==> src/rtl/pulse_xfer_pkg.sv <==
// Shared types and constants for the fast-to-slow pulse transfer transmitter.
// Holds the per-channel handshake state encoding and the pending-counter saturation helper.
package pulse_xfer_pkg;

    typedef enum logic {
        XFER_IDLE = 1'b0,
        XFER_WAIT = 1'b1
    } xfer_state_e;

    localparam int SYNC_STAGES_DEF = 2;

    function automatic int unsigned cnt_max(input int unsigned cnt_w);
        return (32'd1 << cnt_w) - 32'd1;
    endfunction

endpackage

==> src/rtl/pulse_xfer_ch.sv <==
// One transmit channel: ack synchronizer, saturating pending counter, toggle req/ack handshake.
// Pulse-to-req latency is 2 edges; events queue up to cnt_max(CNT_W); optional PULSE_XFER_OVF_EN sticky drop flag.
module pulse_xfer_ch
    import pulse_xfer_pkg::*;
#(
    parameter int CNT_W       = 3,
    parameter int SYNC_STAGES = SYNC_STAGES_DEF
) (
    input  logic             clk,
    input  logic             reset_n,
    input  logic             pulse_in,
    input  logic             ack_tgl,
`ifdef PULSE_XFER_OVF_EN
    input  logic             clr_ovf,
    output logic             overflow,
`endif
    output logic             req_tgl,
    output logic             busy,
    output logic [CNT_W-1:0] pending
);

    localparam logic [CNT_W-1:0] MAX = CNT_W'(cnt_max(CNT_W));

    logic [SYNC_STAGES-1:0] r_sync;
    logic                   r_req;
    logic [CNT_W-1:0]       r_cnt;

    logic        w_ack_s;
    xfer_state_e w_state;
    logic        w_launch;
    logic        w_drop;

    // The handshake state is not stored separately: a mismatch between our
    // toggle and the synchronized ack is WAIT, which also covers spurious acks.
    assign w_ack_s  = r_sync[SYNC_STAGES-1];
    assign w_state  = xfer_state_e'(r_req ^ w_ack_s);
    assign w_launch = (w_state == XFER_IDLE) && (r_cnt != '0);
    assign w_drop   = pulse_in && !w_launch && (r_cnt == MAX);

    always_ff @(posedge clk or negedge reset_n) begin
        if (!reset_n) begin
            r_sync <= '0;
            r_req  <= 1'b0;
            r_cnt  <= '0;
        end else begin
            r_sync <= {r_sync[SYNC_STAGES-2:0], ack_tgl};
            if (w_launch) begin
                r_req <= ~r_req;
            end
            case ({w_launch, pulse_in})
                2'b10:   r_cnt <= r_cnt - CNT_W'(1);
                2'b01:   if (r_cnt != MAX) r_cnt <= r_cnt + CNT_W'(1);
                default: r_cnt <= r_cnt;
            endcase
        end
    end

`ifdef PULSE_XFER_OVF_EN
    logic r_ovf;

    always_ff @(posedge clk or negedge reset_n) begin
        if (!reset_n) begin
            r_ovf <= 1'b0;
        end else if (w_drop) begin
            r_ovf <= 1'b1;
        end else if (clr_ovf) begin
            r_ovf <= 1'b0;
        end
    end

    assign overflow = r_ovf;
`else
    logic w_drop_unused;
    assign w_drop_unused = w_drop;
`endif

    assign req_tgl = r_req;
    assign busy    = (w_state == XFER_WAIT);
    assign pending = r_cnt;

endmodule

==> src/rtl/pulse_xfer_tx.sv <==
// Multi-channel pulse transfer transmitter: NCH independent pulse_xfer_ch lanes, pending packed per channel.
// Pulse-to-req latency 2 edges; bursts queue per channel; PULSE_XFER_OVF_EN adds overflow/clr_ovf ports.
module pulse_xfer_tx
    import pulse_xfer_pkg::*;
#(
    parameter int NCH         = 4,
    parameter int CNT_W       = 3,
    parameter int SYNC_STAGES = SYNC_STAGES_DEF
) (
    input  logic                 clk,
    input  logic                 reset_n,
    input  logic [NCH-1:0]       pulse_in,
    input  logic [NCH-1:0]       ack_tgl,
`ifdef PULSE_XFER_OVF_EN
    input  logic                 clr_ovf,
    output logic [NCH-1:0]       overflow,
`endif
    output logic [NCH-1:0]       req_tgl,
    output logic [NCH-1:0]       busy,
    output logic [NCH*CNT_W-1:0] pending
);

    for (genvar i = 0; i < NCH; i++) begin : g_ch
        pulse_xfer_ch #(
            .CNT_W       (CNT_W),
            .SYNC_STAGES (SYNC_STAGES)
        ) u_ch (
            .clk      (clk),
            .reset_n  (reset_n),
            .pulse_in (pulse_in[i]),
            .ack_tgl  (ack_tgl[i]),
`ifdef PULSE_XFER_OVF_EN
            .clr_ovf  (clr_ovf),
            .overflow (overflow[i]),
`endif
            .req_tgl  (req_tgl[i]),
            .busy     (busy[i]),
            .pending  (pending[i*CNT_W +: CNT_W])
        );
    end

endmodule

==> config.mk <==
export PLATFORM = sky130hd
export DESIGN_NAME = pulse_xfer_tx
export DESIGN_NICKNAME = d
export VERILOG_FILES = /design/src/rtl/pulse_xfer_pkg.sv /design/src/rtl/pulse_xfer_ch.sv /design/src/rtl/pulse_xfer_tx.sv
export SDC_FILE = /design/constraint.sdc
export NUM_CORES = 1
export LEC_CHECK = 0
export ABC_AREA = 1
export CAP_MARGIN = 30
export CORE_ASPECT_RATIO = 0.7
export CORE_MARGIN = 4
export CORE_UTILIZATION = 44
export CTS_CLUSTER_SIZE = 20
export DETAILED_ROUTE_END_ITERATION = 10
export GPL_ROUTABILITY_DRIVEN = 0
export MAX_ROUTING_LAYER = met4
export PLACE_DENSITY = 0.74
export SETUP_SLACK_MARGIN = 0.15
export SYNTH_ARGS = -nofsm -noshare
export SYNTH_HDL_FRONTEND = slang
export SYNTH_SLANG_ARGS = --single-unit
==> constraint.sdc <==
create_clock -name clk -period 1.6 [get_ports clk]
set_input_delay 0.4 -clock clk [delete_from_list [all_inputs] [get_ports clk]]
set_output_delay 0.4 -clock clk [all_outputs]
set_load 0.05 [all_outputs]
-- After elaboration in Yosys (flattened, before gate mapping)
Index checks and enable logic that the tools add are counted.
- logic and storage cells: 72
- register bits after elaboration: 24
- add/sub/neg operators: 8
- bitwise operators: 12
- equality and inequality tests: 16
- reductions and logical operators: 16
- muxes and demuxes: 8
- operator list (operator ; count):
    one-hot mux 3 bit (2 select lines) ; 4
    adder 3 x 1 -> 3 bit, second input constant ; 4
    2-to-1 mux 3 bit ; 4
    inequality test 3 bit, second input constant ; 4
    nonzero test 3 bit ; 4
    subtractor 3 x 1 -> 3 bit, second input constant ; 4
    equality test 2 x 1 -> 1 bit, second input constant ; 4
    equality test 2 bit, second input constant ; 4
    inequality test 2 x 1 -> 1 bit, second input constant ; 4
    inverter 1 bit ; 8
    AND reduction 2 bit ; 4
    nonzero test 2 bit ; 4
    logical AND 1 bit ; 4
    bitwise XOR 1 bit ; 4

-- Depth between registers and ports, before layout
- depth after elaboration: 6
- mapped depth: 11

-- Hierarchy
Synthesis repeated with hierarchy kept, for this count alone.
- cells, all modules: 152
- area total of the unflattened synthesis: 1271.2 um^2
- modules (own cells, without submodules) (module ; area an instance (um^2) ; seq. area each (um^2) ; times used ; cells an instance):
    pulse_xfer_ch ; 317.8 ; 150.1 ; 4 ; 38

-- Least setup slack after synthesis
No wires, ideal clock.
- path type: register to register
- from: register g_ch[1].u_ch.r_cnt[0]
- to: register g_ch[1].u_ch.r_cnt[2]
- path buffers: 0
- required time: 1.537 ns
- arrival time: 1.758 ns
- setup slack: -0.221 ns
- stages on the path, launching flop included: 11
- cell sequence: dfrtp_1 -> nor2_1 -> nand2_2 -> nand2_2 -> nand2_1 -> fa_1 -> inv_1 -> nand4_1 -> nand3_1 -> nand2_1 -> inv_1
- longest elaborated chain between the ends: 5
- elaborated cells between the ends (all ways): 12
- ends and longest elaborated chain (element ; line ; RTL):
    start, declared ; pulse_xfer_ch.sv:26 ; logic [CNT_W-1:0] r_cnt;
    start signal, assigned ; pulse_xfer_ch.sv:51 ; 2'b10: r_cnt <= r_cnt - CNT_W'(1);
    start signal, assigned ; pulse_xfer_ch.sv:52 ; 2'b01: if (r_cnt != MAX) r_cnt <= r_cnt + CNT_W'(1);
    start signal, assigned ; pulse_xfer_ch.sv:53 ; default: r_cnt <= r_cnt;
    parallel branches: the longest is 5 deep, another holds adder 3 x 1 -> 3 bit ; -- ;
Parallel ways; which one is timed is not known. The select of a mux whose other input is x is not followed.
A chain may end at the register's enable or synchronous reset.

-- Worst setup path after layout
- from: register g_ch[1].u_ch.r_req
- to: output port busy[1]
- longest elaborated chain between the ends: 1
- ends and longest elaborated chain (element ; line ; RTL):
    start, declared ; pulse_xfer_ch.sv:25 ; logic r_req;
    start signal, assigned ; pulse_xfer_ch.sv:48 ; r_req <= ~r_req;
    bitwise XOR 1 bit ; pulse_xfer_ch.sv:36 ; assign w_state = xfer_state_e'(r_req ^ w_ack_s);
    end, declared ; pulse_xfer_tx.sv:19 ; output logic [NCH-1:0] busy,
Every way passes these cells.

==> metrics.txt <==
Least-Margin Pin Slew 320 ps; fin nets 244; Detail Route Antenna Nets 0; Fmax 0.631 GHz; first-pass GRT wire length 5.61 mm; IO Port Bufs 29; total of max-cap violations 0; # rows 16; Total GRT Usage 19.6%; Pleak 1.18 nW; Final Cycle Share 99.0%; DRT Pass-1 Iters 4; worst endpoint required time 1200 ps; VDD IR max 0.00156 V; post-synth top area share 45.3%; startpoint types flop; synthesized net count 174; Hold WS 353 ps; placed insts 241; post-synthesis async set-or-reset flop share 100%; clock sinks 24; status completed; crit path capture type primary output; CTS buffer count 3; number of flops mapped to enable cells by yosys 0; synth unique cells 12; Seq/Total Area, Yosys 45.3%; clk_skew 2.81 ps; FILL cells 155; root buf cell clkbuf_8; overall die area 3970 um2; top post-synthesis cells by area dfrtp_1, nand2_1, inv_1; CTS H-Tree Depth 1; cell family with most CP delay flip-flops; R2R depth 10; drt total wl 3.94 mm; number of global-route vias before repair 1290; Critical Path, Cell by Cell inv_2, nand2_4, nand2_4, inv_2, buf_12; design area 2360 um2; Starting Density 46.7%; dpl cell area 2020 um2; final hold vios 0; register clock-pin slew on the reported worst setup and hold paths 80 ps; share of cells above drive strength 1 58.1%; CP max stage cell dfrtp_1; most used flip-flop cell after synthesis dfrtp_1; initial antenna violation count 0; vias per cell 4.96; yosys warns 0; Post-Synthesis Cells 160; Seq cells post-synth 24; Syn Area/Cell 8.29 um2; Die Y 53.9 um; Post-DP HPWL 2.40 mm; via count 1315; Core Area 2840 um2; Hold WC Path Type reg -> reg; Routed wire per std cell 14.9 um; io pins 30; Crit Path Class reg -> out; DRC Markers 0; largest area contributor in the netlist dfrtp_1; mapped cell area 1330 um2; Crit Path Max Fanout 3; CTS tree done; Finished Core Util 83.1%; CP Depth 5; cell with the most instances after synthesis nand2_1; pwr/cell area 2440 nW/um2; synth cell count leaders nand2_1, inv_1, dfrtp_1; Worst EP arrival 1180 ps; hold depth 0; CP bufs+invs 3; RSZ-0062 raised after global routing yes; min Tclk post-route 1580 ps; clk_lat worst skew 270 ps; Final Setup Violations 0; clock buffer depth 2; Slew Limit Fails 0; Ant. Diodes 0; Layout Cells excl Fill 265; Initial DRC Count 40; Post-CTS Hold Buffers 0; GRT overflow 0; slowest stage delay, CP 440 ps; Area growth, synth to finish 78.1%; Slew HR 78.7%; largest net degree at the start of global routing 25; Design Power 5.77 mW; die width 73.6 um
[cell families after synthesis]
| group | count (synthesis) | share of synthesized area [%] |
|---|---|---|
| adders and majority gates | 4 | 6.04 |
| xor gates and xnor gates | 4 | 2.64 |
| and+or+nand+nor | 86 | 31.4 |
| DFF | 24 | 45.3 |
| AOI/OAI and AO/OA | 5 | 1.89 |
| buffers and inverters | 37 | 12.7 |
[power by group]
part	switching, mW	internal [mW]
combinational	2.31	2.01
clock	0.193	0.220
sequential	0.182	0.853
total	2.68	3.08
[area by class of cell]
class	count	area (um2)	area share, %
inverter	29	116	4.93
clock buffer	4	55.1	2.33
timing repair buffer	73	836	35.4
sequential	24	616	26.1
multi-input combinational	99	694	29.4
tap	36	45.0	1.91
[final timing paths]
| check | start | to | slack (ps) |
|---|---|---|---|
| worst max-delay path | g_ch[1].u_ch.req_tgl | busy[1] | 20 |
| worst min-delay path | g_ch[0].u_ch.r_sync[0] | g_ch[0].u_ch.r_sync[1] | 350 |
| worst max register to register | g_ch[1].u_ch.req_tgl | g_ch[1].u_ch.pending[2] | 40 |
| worst min register to register | g_ch[0].u_ch.r_sync[0] | g_ch[0].u_ch.r_sync[1] | 350 |
| max in group asynchronous | reset_n | g_ch[0].u_ch.pending[1] | 850 |
| min in group asynchronous | reset_n | g_ch[3].u_ch.req_tgl | 490 |
[state kept, by name, indices dropped and copies added, names as in the netlist]
signal	count
g_ch.u_ch.req_tgl	4
g_ch.u_ch.pending	12
g_ch.u_ch.r_sync	8
[metrics by stage]
stage          worst slack (ps)  TNS (ps)
2_1_floorplan             -39.2      -146
5_1_grt                   -66.4      -204
3_3_place_gp               -130      -615
4_1_cts                  -0.659    -0.659
3_5_place_dp               -169      -887
6_report                   16.0         0
[layer usage]
metal | global-route usage (%) | share of wire, % | wire [um] | vias up
met4 | 6.02 | 2.1 | 82 | 0
met3 | 5.22 | 4.0 | 159 | 10
met1 | 20.5 | 39 | 1550 | 637
met2 | 36.5 | 55 | 2160 | 37
li1 | - | - | - | 631
met5 | - | 0 | 0 | -
[layout by cell type, fill, tap and decap left out, types with 8 or more instances in the layout]
| cell type | n |
|---|---|
| buf_12 | 20 |
| buf_4 | 40 |
| clkdlybuf4s50_1 | 9 |
| dfrtp_1 | 12 |
| dfrtp_2 | 12 |
| inv_1 | 15 |
| inv_2 | 11 |
| nand2_1 | 25 |
| nand2_2 | 16 |
| nand2_4 | 10 |
| nand3_1 | 18 |
| nand4_1 | 8 |
[repair_timing]
item | in CTS | in global routing
endpoints found under the setup margin | 11 | 14
setup buffers | 11 | 9
pin swaps | 27 | 24
gates cloned | 0 | 0
resized for setup | 19 | 29
(Power assumes the default switching activity.)
